<file path="config.mk">
export PLATFORM = sky130hd
export DESIGN_NAME = pipe_stage_skid_flat
export DESIGN_NICKNAME = d
export VERILOG_FILES = /design/src/rtl/pipe_pkg.sv /design/src/rtl/pipe_stage_skid_if.sv /design/src/rtl/pipe_slot.sv /design/src/rtl/pipe_stage_skid.sv /design/src/flat_wrapper.sv
export SDC_FILE = /design/constraint.sdc
export NUM_CORES = 1
export LEC_CHECK = 0
export ABC_AREA = 1
export BUFFER_PORTS_ARGS = -buffer_cell sky130_fd_sc_hd__buf_2
export CELL_PAD_IN_SITES_DETAIL_PLACEMENT = 1
export CELL_PAD_IN_SITES_GLOBAL_PLACEMENT = 2
export CORE_MARGIN = 4
export CORE_UTILIZATION = 34
export CTS_BUF_LIST = sky130_fd_sc_hd__clkbuf_4 sky130_fd_sc_hd__clkbuf_8
export DETAILED_ROUTE_END_ITERATION = 10
export PLACE_DENSITY = 0.89
export REMOVE_ABC_BUFFERS = 1
export SYNTH_ARGS = -nofsm -noshare
export SYNTH_HDL_FRONTEND = slang
export SYNTH_SLANG_ARGS = --single-unit
</file>
<file path="constraint.sdc">
create_clock -name CLK -period 3.75 [get_ports CLK]
set_input_delay 0.375 -clock CLK [delete_from_list [all_inputs] [get_ports CLK]]
set_output_delay 0.375 -clock CLK [all_outputs]
set_load 0.05 [all_outputs]
</file>
<file path="src/rtl/pipe_pkg.sv">
// Shared types and constants for the pipeline stage register.
package pipe_pkg;

    typedef enum logic [1:0] {ST_EMPTY, ST_FULL, ST_SKID} pipe_state_t;

    localparam logic [1:0] LVL_EMPTY = 2'd0;
    localparam logic [1:0] LVL_FULL  = 2'd1;
    localparam logic [1:0] LVL_SKID  = 2'd2;

    function automatic logic [1:0] state_level(input pipe_state_t s);
        case (s)
            ST_FULL: return LVL_FULL;
            ST_SKID: return LVL_SKID;
            default: return LVL_EMPTY;
        endcase
    endfunction

endpackage

</file>
<file path="src/rtl/pipe_stage_skid_if.sv">
// Upstream/downstream handshake bundle of one pipeline stage.
// A transfer happens on a rising edge where valid && ready; valid must not depend on ready.
interface pipe_stage_skid_if #(
    parameter int DATA_W = 32,
    parameter int CTRL_W = 16
);
    logic              in_valid;
    logic              in_ready;
    logic [DATA_W-1:0] in_data;
    logic [CTRL_W-1:0] in_ctrl;
    logic              out_valid;
    logic              out_ready;
    logic [DATA_W-1:0] out_data;
    logic [CTRL_W-1:0] out_ctrl;
    logic [1:0]        level;

    modport master (
        output in_valid, in_data, in_ctrl, out_ready,
        input  in_ready, out_valid, out_data, out_ctrl, level
    );

    modport slave (
        input  in_valid, in_data, in_ctrl, out_ready,
        output in_ready, out_valid, out_data, out_ctrl, level
    );
endinterface

</file>
<file path="src/rtl/pipe_slot.sv">
// One storage entry (valid, data, ctrl). clear wins over load; drop invalidates but keeps data.
module pipe_slot #(
    parameter int DATA_W = 32,
    parameter int CTRL_W = 16
) (
    input  logic              clk,
    input  logic              rst_n,
    input  logic              load,
    input  logic              clear,
    input  logic              drop,
    input  logic              in_valid,
    input  logic [DATA_W-1:0] in_data,
    input  logic [CTRL_W-1:0] in_ctrl,
    output logic              q_valid,
    output logic [DATA_W-1:0] q_data,
    output logic [CTRL_W-1:0] q_ctrl
);

    always_ff @(posedge clk or negedge rst_n) begin
        if (!rst_n) begin
            q_valid <= 1'b0;
            q_data  <= '0;
            q_ctrl  <= '0;
        end else if (clear) begin
            q_valid <= 1'b0;
            q_data  <= '0;
            q_ctrl  <= '0;
        end else if (load) begin
            q_valid <= in_valid;
            q_data  <= in_data;
            q_ctrl  <= in_ctrl;
        end else if (drop) begin
            q_valid <= 1'b0;
        end
    end

endmodule

</file>
<file path="src/rtl/pipe_stage_skid.sv">
// Pipeline stage register with valid/ready flow control, flush and an optional skid entry.
// M always drives the outputs; S only catches the entry in flight when M stalls.
module pipe_stage_skid
    import pipe_pkg::*;
#(
    parameter int DATA_W = 32,
    parameter int CTRL_W = 16,
    parameter int SKID   = 1
) (
    input  logic             CLK,
    input  logic             RESET_N,
    input  logic             FLUSH,
    pipe_stage_skid_if.slave bus
);

    pipe_state_t       state_q, state_d;
    logic              acc, pop;
    logic              m_load, m_from_s, m_drop, m_clear;
    logic              s_load, s_clear;
    logic              m_valid, s_valid;
    logic [DATA_W-1:0] m_data, s_data;
    logic [CTRL_W-1:0] m_ctrl, s_ctrl;

    assign acc = bus.in_valid && bus.in_ready;
    assign pop = bus.out_valid && bus.out_ready;

    always_ff @(posedge CLK or negedge RESET_N) begin
        if (!RESET_N) state_q <= ST_EMPTY;
        else          state_q <= state_d;
    end

    always_comb begin
        state_d  = state_q;
        m_load   = 1'b0;
        m_from_s = 1'b0;
        m_drop   = 1'b0;
        m_clear  = 1'b0;
        s_load   = 1'b0;
        s_clear  = 1'b0;
        if (FLUSH) begin
            // an entry accepted this cycle is swallowed along with the stored ones
            state_d = ST_EMPTY;
            m_clear = 1'b1;
            s_clear = 1'b1;
        end else begin
            case (state_q)
                ST_EMPTY: begin
                    if (acc) begin
                        m_load  = 1'b1;
                        state_d = ST_FULL;
                    end
                end
                ST_FULL: begin
                    if (acc && pop) begin
                        m_load = 1'b1;
                    end else if (acc && (SKID != 0)) begin
                        s_load  = 1'b1;
                        state_d = ST_SKID;
                    end else if (pop) begin
                        m_drop  = 1'b1;
                        state_d = ST_EMPTY;
                    end
                end
                ST_SKID: begin
                    if (pop) begin
                        m_load   = 1'b1;
                        m_from_s = 1'b1;
                        s_clear  = 1'b1;
                        state_d  = ST_FULL;
                    end
                end
                default: state_d = ST_EMPTY;
            endcase
        end
    end

    pipe_slot #(.DATA_W(DATA_W), .CTRL_W(CTRL_W)) u_main (
        .clk      (CLK),
        .rst_n    (RESET_N),
        .load     (m_load),
        .clear    (m_clear),
        .drop     (m_drop),
        .in_valid (m_from_s ? s_valid : bus.in_valid),
        .in_data  (m_from_s ? s_data  : bus.in_data),
        .in_ctrl  (m_from_s ? s_ctrl  : bus.in_ctrl),
        .q_valid  (m_valid),
        .q_data   (m_data),
        .q_ctrl   (m_ctrl)
    );

    generate
        if (SKID != 0) begin : g_skid
            pipe_slot #(.DATA_W(DATA_W), .CTRL_W(CTRL_W)) u_skid (
                .clk      (CLK),
                .rst_n    (RESET_N),
                .load     (s_load),
                .clear    (s_clear),
                .drop     (1'b0),
                .in_valid (bus.in_valid),
                .in_data  (bus.in_data),
                .in_ctrl  (bus.in_ctrl),
                .q_valid  (s_valid),
                .q_data   (s_data),
                .q_ctrl   (s_ctrl)
            );
            // decoded from the state flop only: no path from out_ready
            assign bus.in_ready = RESET_N && (state_q != ST_SKID);
        end else begin : g_noskid
            logic unused_skid;
            assign unused_skid  = s_load | s_clear;
            assign s_valid      = 1'b0;
            assign s_data       = '0;
            assign s_ctrl       = '0;
            assign bus.in_ready = RESET_N && (!m_valid || bus.out_ready);
        end
    endgenerate

    assign bus.out_valid = m_valid;
    assign bus.out_data  = m_data;
    assign bus.out_ctrl  = m_valid ? m_ctrl : '0;
    assign bus.level     = state_level(state_q);

endmodule

</file>
<file path="src/flat_wrapper.sv">
// flat-port wrapper written by rule: the top's interface ports become plain ports
module pipe_stage_skid_flat import pipe_pkg::*;
#(
    parameter int DATA_W = 32,
    parameter int CTRL_W = 16,
    parameter int SKID   = 1
)
  (CLK, RESET_N, FLUSH, bus_in_valid, bus_in_data, bus_in_ctrl, bus_out_ready, bus_in_ready, bus_out_valid, bus_out_data, bus_out_ctrl, bus_level);
  pipe_stage_skid_if #(.DATA_W(DATA_W), .CTRL_W(CTRL_W)) bus_i ();
  input  logic CLK;
  input  logic RESET_N;
  input  logic FLUSH;
  input wire logic [$bits(bus_i.in_valid)-1:0] bus_in_valid;
  input wire logic [$bits(bus_i.in_data)-1:0] bus_in_data;
  input wire logic [$bits(bus_i.in_ctrl)-1:0] bus_in_ctrl;
  input wire logic [$bits(bus_i.out_ready)-1:0] bus_out_ready;
  output wire logic [$bits(bus_i.in_ready)-1:0] bus_in_ready;
  output wire logic [$bits(bus_i.out_valid)-1:0] bus_out_valid;
  output wire logic [$bits(bus_i.out_data)-1:0] bus_out_data;
  output wire logic [$bits(bus_i.out_ctrl)-1:0] bus_out_ctrl;
  output wire logic [$bits(bus_i.level)-1:0] bus_level;
  assign bus_i.in_valid = bus_in_valid;
  assign bus_i.in_data = bus_in_data;
  assign bus_i.in_ctrl = bus_in_ctrl;
  assign bus_i.out_ready = bus_out_ready;
  assign bus_in_ready = bus_i.in_ready;
  assign bus_out_valid = bus_i.out_valid;
  assign bus_out_data = bus_i.out_data;
  assign bus_out_ctrl = bus_i.out_ctrl;
  assign bus_level = bus_i.level;
  pipe_stage_skid #(.DATA_W(DATA_W), .CTRL_W(CTRL_W), .SKID(SKID)) u_core (.CLK(CLK), .RESET_N(RESET_N), .FLUSH(FLUSH), .bus(bus_i));
endmodule
</file>
==> flow_summary.yaml, run 1 <==
outcome:
  status: "finished, final reports clean"
cts:
  cts-root-buf: "clkbuf_8"
  cts_resized: 0
  cts_sinks: 100
  clk_path_buf_depth: 2
  cts_htree_levels: 3
  cts_hold_buf: 0
  clk_latency_ns: 0.38
  cts_tree: "yes"
  cts_setup_buffers: 0
  cts.clk_slew.worst_paths_ns: 0.10
  cts_buffers: 9
floorplan:
  fp-row-count: 44
  dieWidth_um: 129.4
  die_h_um: 129.4
  initial_core_util_pct: 34.60
  core_area_um2: 14480
  die_area_um2: 16740
  io_pins: 105
flow_run:
  max-cap-violations: 0
power:
  ir_worst_vdd_mv: 0.2256
  p_total_mw: 2.362
  power-per-cell-area_nw_per_um2: 414.4
  power.leakage_nw: 3.444
timing:
  slew_headroom_pct: 30.16
  finalSetupViolCount: 0
  rsz0062_at_grt: "no"
  max_freq_mhz: 381.8
  hold_viol_final: 0
  holdWs_ns: 0.02869
  slew_violations: 0
  skew_ns: 0.006976
  tns_ns: 0
  finalWorstSetupSlack_ns: 1.131
  period_needed_ns: 2.619
  worstMarginPinSlew_ns: 1.044
  fin_crit_sh_pct: 69.85
drt:
  drt-initial-drc-count: 259
  wl_per_cell_um: 16.25
  wirelength_mm: 15.00
  dr_total_vias: 4637
  drc: 0
  routed_via_density: 5.024
  antenna_left: 0
  drtPass1Iterations: 4
yosys:
  yosys.area_share.simple_pct: 41.26
  synth-seq-cells: 100
  synth-compound-area-share_pct: 0.3746
  yosys-mux-area-fraction_pct: 0
  ys.warnings.count: 0
  synth_area_per_cell_um2: 7.591
  synth.distinct_cells: 21
  synth_top_family_by_area: "simple AND/OR/NAND/NOR gates"
  synth-seq-area-share_pct: 49.95
  syn_inst: 660
  synth_fa_ha_area_share_pct: 0
  synthesis.area_um2: 5010
  synth_xor_xnor_area_share_pct: 0
placement:
  pre_cts_ws_ns: 1.089
  dp_cells: 908
  gp_congestion: 0.7921
  hpwl_mm: 9.635
  port_buffers: 104
grt:
  antenna_found_initial: 3
  grt_pass1_vias: 5016
  grt_usage_pct: 18.66
  grt_max_degree: 70
  grt_pass1_wl_mm: 24.95
  grt_overflow: 0
setup_path:
  critPathCaptureType: "register"
  crit_arrival_ns: 2.94
  path_class: "reg2reg"
  crit_fanout: 32
  worstPathRequired_ns: 4.07
  start_kind: "register"
cells_and_area:
  drive_above_1_share_pct: 19.49
  fill_cells: 1851
  syn_to_final_growth_pct: 13.76
  finalNetCount: 788
  stdcell_count: 923
  num_antenna_cells: 0
hold_path:
  hold_path_class: "in2async"
[critical path, cell delays in order, from the launching register on]
cell     delay [ns]
dfrtp_1        0.65
nand2_4        0.23
nor2_4         0.07
nor2_4         0.44
inv_2          0.14
nor2_4         0.42
buf_4          0.43
nand2_1        0.10
nand2_1        0.08
[kinds of logic (layout without fill, tap and decap cells)]
kind of cell,after synthesis,in the layout
buffers and inverters,75,154
DFF,100,100
AOI/OAI and AO/OA,3,3
and+or+nand+nor,482,482
[Yosys cell counts (all sizes together)]
library cell | n | area [µm²]
inv | 27 | 101.4
nand2 | 316 | 1204
nand4 | 2 | 18.77
o32ai | 1 | 8.760
o21ai | 2 | 10.01
nand3 | 148 | 745.7
nor2 | 15 | 88.83
nor3 | 1 | 10.01
dfrtp | 100 | 2502
clkbuf | 8 | 30.03
buf | 40 | 290.3
[path summary, 6_finish.rpt]
| kind | start | endpoint | slack, ns | depth (start not counted) |
|---|---|---|---|---|
| worst max-delay path | u_core.u_main.q_valid$_DFFE_PN0P_ | u_core.g_skid.u_skid.q_data[24]$_DFFE_PN0P_ | 1.13 | 8 |
| worst min-delay path | RESET_N | u_core.u_main.q_data[18]$_DFFE_PN0P_ | 0.03 | 1 |
| worst max register to register | u_core.u_main.q_valid$_DFFE_PN0P_ | u_core.g_skid.u_skid.q_data[24]$_DFFE_PN0P_ | 1.13 | 8 |
| worst min register to register | u_core.g_skid.u_skid.q_ctrl[5]$_DFFE_PN0P_ | u_core.g_skid.u_skid.q_ctrl[5]$_DFFE_PN0P_ | 0.48 | 2 |
| max in group asynchronous | RESET_N | u_core.g_skid.u_skid.q_data[7]$_DFFE_PN0P_ | 2.53 | 2 |
| min in group CLK | bus_in_data[23] | u_core.g_skid.u_skid.q_data[23]$_DFFE_PN0P_ | 0.23 | 3 |
[where the power goes]
part	switching (mW)	total, mW	internal [mW]
clock	0.393	0.665	0.272
combinational	0.393	0.506	0.113
sequential	0.0465	1.19	1.14
[layout make-up]
type	count	area (µm²)	share of cell area (%)
Clock buffer	11	151.4	2.656
Clock inverter	4	25.02	0.4391
Inverter	27	101.3	1.778
Multi-Input combinational cell	485	2106	36.95
Sequential cell	100	2502	43.91
Tap cell	184	230.2	4.040
Timing Repair Buffer	112	583.1	10.23
[metrics by stage]
step	util (%)	cell area, µm²
2_1_floorplan	-	4690
3_3_place_gp	38.14	5523
3_5_place_dp	38.14	5523
4_1_cts	39.36	5699
5_1_grt	39.36	5699
6_report	39.36	5699
[placed cells by master, fill, tap and decap left out]
cell type	instances
nand3_1	147
nand2_4	2
nand4_2	1
nor3_2	1
dfrtp_1	100
nor2_2	2
clkinv_2	2
nand3_2	1
o21ai_0	2
nor2_4	6
o32ai_1	1
nand4_1	1
clkbuf_8	11
buf_2	103
buf_4	9
nand2_2	2
nand2_1	312
clkinvlp_4	2
inv_1	25
nor2_1	7
inv_2	2
[flip-flops by register name, summed over array words and instances, names as in the netlist]
register and flops:
u_core.state_q 2, u_core.g_skid.u_skid.q_valid 1, u_core.u_main.q_data 32, u_core.u_main.q_ctrl 16, u_core.g_skid.u_skid.q_data 32, u_core.g_skid.u_skid.q_ctrl 16, u_core.u_main.q_valid 1
[routing by layer]
metal	vias up	GRT usage, %	part of all wire (%)
met5	-	0	0.18
met1	2295	23.44	44
met2	91	32.20	50
met3	19	3.339	4.0
li1	2226	-	-
met4	6	6.794	1.4
Note: power is estimated with default switching activity, not from simulation.
==> run 2, diff against run 1 <==
CORE_UTILIZATION = 29   (was 34)
PLACE_DENSITY = 0.81   (was 0.89)
clock period = 2.35 ns   (was 3.75 ns; I/O delays follow)
==> run 2 against run 1 <==
Clock-buffer cell count unchanged; first-iteration DRC count shrank 17%; sequential share of layout area fell by 1.1 points; via count down 0.82%; sequential power up 60%; fmax increased by 47%; flip-flop and latch count unchanged; die area rose by 16%; critical path type unchanged; largest power group unchanged.
==> flow_summary.yaml, run 2 (synthesis results as in run 1) <==
setup_path:
  start_kind: "register"
  critPathSlowestCell: "dfrtp_1"
  crit_path_cell_trace: "inv_2, nand2_4, nand3_2, nor2_2, nand2_2, nand2_2, buf_12, nand2_1, nand2_1"
  critPathCaptureType: "register"
  worstSetupStartpoint: "u_core.state_q[0]$_DFFE_PN0P_"
  r2r_start: "u_core.state_q[0]$_DFFE_PN0P_"
  crit_arrival_ns: 2.09
  worstPathRequired_ns: 2.66
  crit_buf_inv: 2
  path_class: "reg2reg"
  cp_slowest_stage_delay_ns: 0.42
  cp_top_family: "simple AND/OR/NAND/NOR gates"
  crit_fanout: 29
cts:
  cts.clk_slew.worst_paths_ns: 0.10
  cts_tree: "yes"
  clk_path_buf_depth: 2
  cts_resized: 0
  cts_buffers: 9
  clk_latency_ns: 0.37
  cts-root-buf: "clkbuf_8"
  cts_htree_levels: 3
  cts_hold_buf: 0
  cts_sinks: 100
  cts_setup_buffers: 0
timing:
  worstMarginPinSlew_ns: 0.7295
  max_freq_mhz: 562.2
  slew_violations: 0
  tns_ns: 0
  finalSetupViolCount: 0
  skew_ns: 0.01089
  fin_crit_sh_pct: 75.69
  rsz0062_at_grt: "no"
  hold_viol_final: 0
  slew_headroom_pct: 51.37
  period_needed_ns: 1.779
  finalWorstSetupSlack_ns: 0.5713
placement:
  pre_cts_ws_ns: 0.5589
  hpwl_mm: 10.03
  gp_congestion: 0.7351
  port_buffers: 104
flow_run:
  max-cap-violations: 0
drt:
  drt-initial-drc-count: 215
  routed_via_density: 4.766
  drtPass1Iterations: 4
  drc: 0
  wirelength_mm: 15.52
  dr_total_vias: 4599
  antenna_left: 0
  wl_per_cell_um: 16.08
power:
  power.leakage_nw: 3.496
  power-per-cell-area_nw_per_um2: 661.6
  ir_worst_vdd_mv: 0.2278
  p_total_mw: 3.868
outcome:
  status: "finished, final reports clean"
floorplan:
  io_pins: 105
  dieWidth_um: 139.4
  die_area_um2: 19440
  core_area_um2: 16760
  fp-row-count: 47
  die_h_um: 139.4
  initial_core_util_pct: 29.89
cells_and_area:
  finalNetCount: 793
  layout_common_cells: "312 x nand2_1, 147 x nand3_1, 103 x buf_2, 100 x dfrtp_1, 25 x inv_1"
  drive_above_1_share_pct: 20.13
  num_antenna_cells: 0
  reg.largest.list: "u_core.g_skid.u_skid.q_data (32), u_core.u_main.q_data (32)"
  final_common_cell: "nand2_1"
  syn_to_final_growth_pct: 16.71
  fill_cells: 2153
grt:
  grt_pass1_wl_mm: 26.02
  grt_overflow: 0
  grt_max_degree: 110
  antenna_found_initial: 0
  grt_pass1_vias: 4920
  grt_usage_pct: 16.28
hold_path:
  hold_path_class: "in2async"
[run 2: stage by stage]
step / instance area (µm²) / std cells / hold slack (ns) / util, %
floorplan: 4690 / 612 / -0.06059 / -
global placement: 5655 / 949 / 0.4512 / 33.74
detailed placement: 5655 / 949 / 0.4508 / 33.74
CTS: 5847 / 965 / 0.02620 / 34.89
global route: 5847 / 965 / 0.05750 / 34.89
finish: 5847 / 965 / 0.01735 / 34.89
[run 2: area by class of cell]
cell class              instances  area (µm²)  area share [%]
flip-flops and latches        100        2502           42.80
multi-input cells             485        2106           36.02
repair buffers                117       670.6           11.47
well taps                     220       275.3           4.708
clock buffers                  11       138.9           2.375
inverters                      27       101.3           1.733
clock inverters                 5       52.55          0.8988
[run 2: final timing paths]
| check | depth (start not counted) | to | slack (ns) |
|---|---|---|---|
| worst max-delay path | 9 | u_core.u_main.q_data[8]$_DFFE_PN0P_ | 0.57 |
| worst min-delay path | 2 | u_core.g_skid.u_skid.q_ctrl[3]$_DFFE_PN0P_ | 0.02 |
| worst max register to register | 9 | u_core.u_main.q_data[8]$_DFFE_PN0P_ | 0.57 |
| worst min register to register | 2 | u_core.g_skid.u_skid.q_data[31]$_DFFE_PN0P_ | 0.48 |
| max in group asynchronous | 2 | u_core.u_main.q_data[26]$_DFFE_PN0P_ | 1.80 |
| min in group CLK | 3 | u_core.g_skid.u_skid.q_data[11]$_DFFE_PN0P_ | 0.10 |
[run 2: report_power, final]
part	switching (mW)	internal, mW	leakage [nW]
sequential	0.0699	1.83	1.35
combinational	0.641	0.196	2.05
clock	0.622	0.512	0.0999
[run 2: metal layers]
layer | global-route usage, % | share of wire, %
met5 | 0 | 0
met4 | 4.377 | 1.3
met3 | 2.916 | 3.7
met2 | 27.81 | 49
met1 | 21.30 | 46
==> run 3, diff against run 2 <==
ABC_AREA = 0   (was 1)
CORE_UTILIZATION = 34   (was 29)
PLACE_DENSITY = 0.86   (was 0.81)
clock period = 1.82 ns   (was 2.35 ns; I/O delays follow)
==> run 3 against run 2 <==
Clock skew decreased by 0.0034 ns; critical path type is now in2reg; cell area decreased by 6.3%; power up 26%; combinational power rose by 6.9%; final cell count is 23% lower; first-iteration DRC count rose by 9.3%; setup slack worse by 0.49 ns.
==> flow_summary.yaml, run 3 <==
outcome:
  status: "finished, final reports clean"
floorplan:
  die_h_um: 122.6
  die_area_um2: 15030
  core_area_um2: 12720
  dieWidth_um: 122.6
  initial_core_util_pct: 35.09
  io_pins: 105
  fp-row-count: 41
timing:
  rsz0062_at_grt: "no"
  fin_crit_sh_pct: 95.76
  worstMarginPinSlew_ns: 0.6358
  hold_viol_final: 0
  slew_violations: 0
  max_freq_mhz: 573.8
  period_needed_ns: 1.743
  slew_headroom_pct: 57.61
  finalSetupViolCount: 0
  skew_ns: 0.007454
power:
  power.leakage_nw: 2.483
  ir_worst_vdd_mv: 0.4083
  power-per-cell-area_nw_per_um2: 888.6
setup_path:
  crit_fanout: 48
  worstPathRequired_ns: 2.11
  critPathCaptureType: "register"
  start_kind: "primary input"
  crit_arrival_ns: 2.04
  path_class: "in2reg"
placement:
  port_buffers: 104
  gp_congestion: 0.8115
  dp_cells: 726
  hpwl_mm: 8.952
  place_area_um2: 5192
yosys:
  synth_area_per_cell_um2: 9.498
  yosysMostFrequentCell: "nand2_1"
  synth-seq-cells: 100
  ys.warnings.count: 0
  synth.distinct_cells: 27
  yosys.area.top_type: "dfrtp_1"
  synth_edf_count: 0
  synth_common_cells: "146 x nand2_1, 100 x dfrtp_1, 48 x a2bb2oi_1"
  ys.flop_type: "dfrtp_1"
  synthesis.area_um2: 4464
  syn_inst: 470
  synth-seq-area-share_pct: 56.05
  async_reset_ff_share_pct: 100.0
  synth.area.top_cells: "dfrtp_1 56%, nand2_1 12%, a2bb2oi_1 9.4%"
  synth_top_area_share_pct: 56.05
cts:
  cts_buffers: 9
  cts_htree_levels: 3
  cts_tree: "yes"
  clk_latency_ns: 0.36
  cts-root-buf: "clkbuf_8"
  cts.clk_slew.worst_paths_ns: 0.10
  clk_path_buf_depth: 2
  cts_sinks: 100
  cts_setup_buffers: 0
grt:
  grt_pass1_vias: 4286
  grt_overflow: 0
  grt_util_met1_pct: 24.73
  grt_max_degree: 50
  grt.met2_usage_pct: 32.33
  use_met3_pct: 3.456
  grt.busiest_layer: "met2"
  grt_usage_pct: 18.90
  antenna_found_initial: 0
  grt_pass1_wl_mm: 22.27
cells_and_area:
  final_common_cell: "nand2_1"
  reg.largest.list: "u_core.g_skid.u_skid.q_data (32), u_core.u_main.q_data (32)"
  stdcell_count: 746
  fill_cells: 1521
  num_antenna_cells: 0
  layout_common_cells: "146 x nand2_1, 103 x buf_2, 99 x dfrtp_1, 48 x a2bb2oi_1, 44 x o21ai_0"
  design_area_um2: 5478
  drive_above_1_share_pct: 27.70
  final_util_pct: 43.06
  syn_to_final_growth_pct: 22.70
  finalNetCount: 622
drt:
  wirelength_mm: 13.53
  drtPass1Iterations: 4
  drt-initial-drc-count: 235
  dr_total_vias: 3807
  wl_per_cell_um: 18.13
  drc: 0
  routed_via_density: 5.103
  antenna_left: 0
hold_path:
  hold_path_class: "in2reg"
flow_run:
  max-cap-violations: 0
run 3: cell type report:
class	count	area (µm²)	share of cell area, %
sequential	100	2504	45.71
multi-input combinational	331	1764	32.21
timing repair buffer	127	779.5	14.23
tap	172	215.2	3.929
clock buffer	9	123.9	2.261
clock inverter	7	91.34	1.667
run 3: routing by layer:
| layer | vias up | routed length (µm) |
|---|---|---|
| met1 | 1937 | 6286 |
| met3 | 8 | 505 |
| met4 | 0 | 106 |
| li1 | 1783 | - |
| met2 | 79 | 6628 |
| met5 | - | 0 |
run 3: worst paths after layout:
check,startpoint,slack [ns],cells after the start,endpoint
max,RESET_N,0.08,7,u_core.g_skid.u_skid.q_data[20]$_DFFE_PN0P_
min,bus_in_data[29],0.05,3,u_core.g_skid.u_skid.q_data[29]$_DFFE_PN0P_
max reg2reg,u_core.state_q[1]$_DFFE_PN0P_,0.10,5,u_core.u_main.q_ctrl[3]$_DFFE_PN0P_
min reg2reg,u_core.g_skid.u_skid.q_valid$_DFFE_PN0P_,0.51,2,u_core.u_main.q_valid$_DFFE_PN0P_
max in group asynchronous,RESET_N,0.65,5,u_core.u_main.q_data[28]$_DFFE_PN0P_
min in group asynchronous,RESET_N,0.48,4,u_core.g_skid.u_skid.q_ctrl[11]$_DFFE_PN0P_
run 3: logic make-up (layout without fill, tap and decap cells):
| family | after synthesis | in the layout | synth area share, % |
|---|---|---|---|
| AOI/OAI and AO/OA | 150 | 150 | 21.89 |
| xor gates and xnor gates | 1 | 1 | 0.1962 |
| buffers and inverters | 39 | 143 | 4.905 |
| DFF | 100 | 100 | 56.05 |
| and+or+nand+nor | 180 | 180 | 16.96 |
run 3: critical path: stages:
cell and delay (ns):
dlygate4sd3_1 0.54, buf_4 0.16, and3b_1 0.25, nand3_2 0.10, buf_4 0.47, nand2_1 0.16, a21oi_2 0.16
run 3: through the flow:
step	TNS (ns)	hold WS (ns)	power [mW]	worst slack [ns]
after floorplan	-81.48	-0.1136	2.979	-1.136
after global placement	0	0.2523	3.311	0.1791
after detailed placement	0	0.2558	3.330	0.04476
after CTS	0	0.03069	4.932	0.04349
after global routing	0	0.03000	5.094	0.004608
final	0	0.05269	4.868	0.07722
run 3: what timing repair did:
action	CTS	global route
hold buffers	4	0
hold endpoints to repair	51	0
resized for setup	1	2
endpoints found under the setup margin	5	16
run 3: power by group:
group          internal (mW)  switching [mW]  total [mW]  leakage, nW
registers               2.33          0.0727        2.40         1.32
clock network          0.770           0.800        1.57        0.109
logic                  0.291           0.604       0.895         1.05
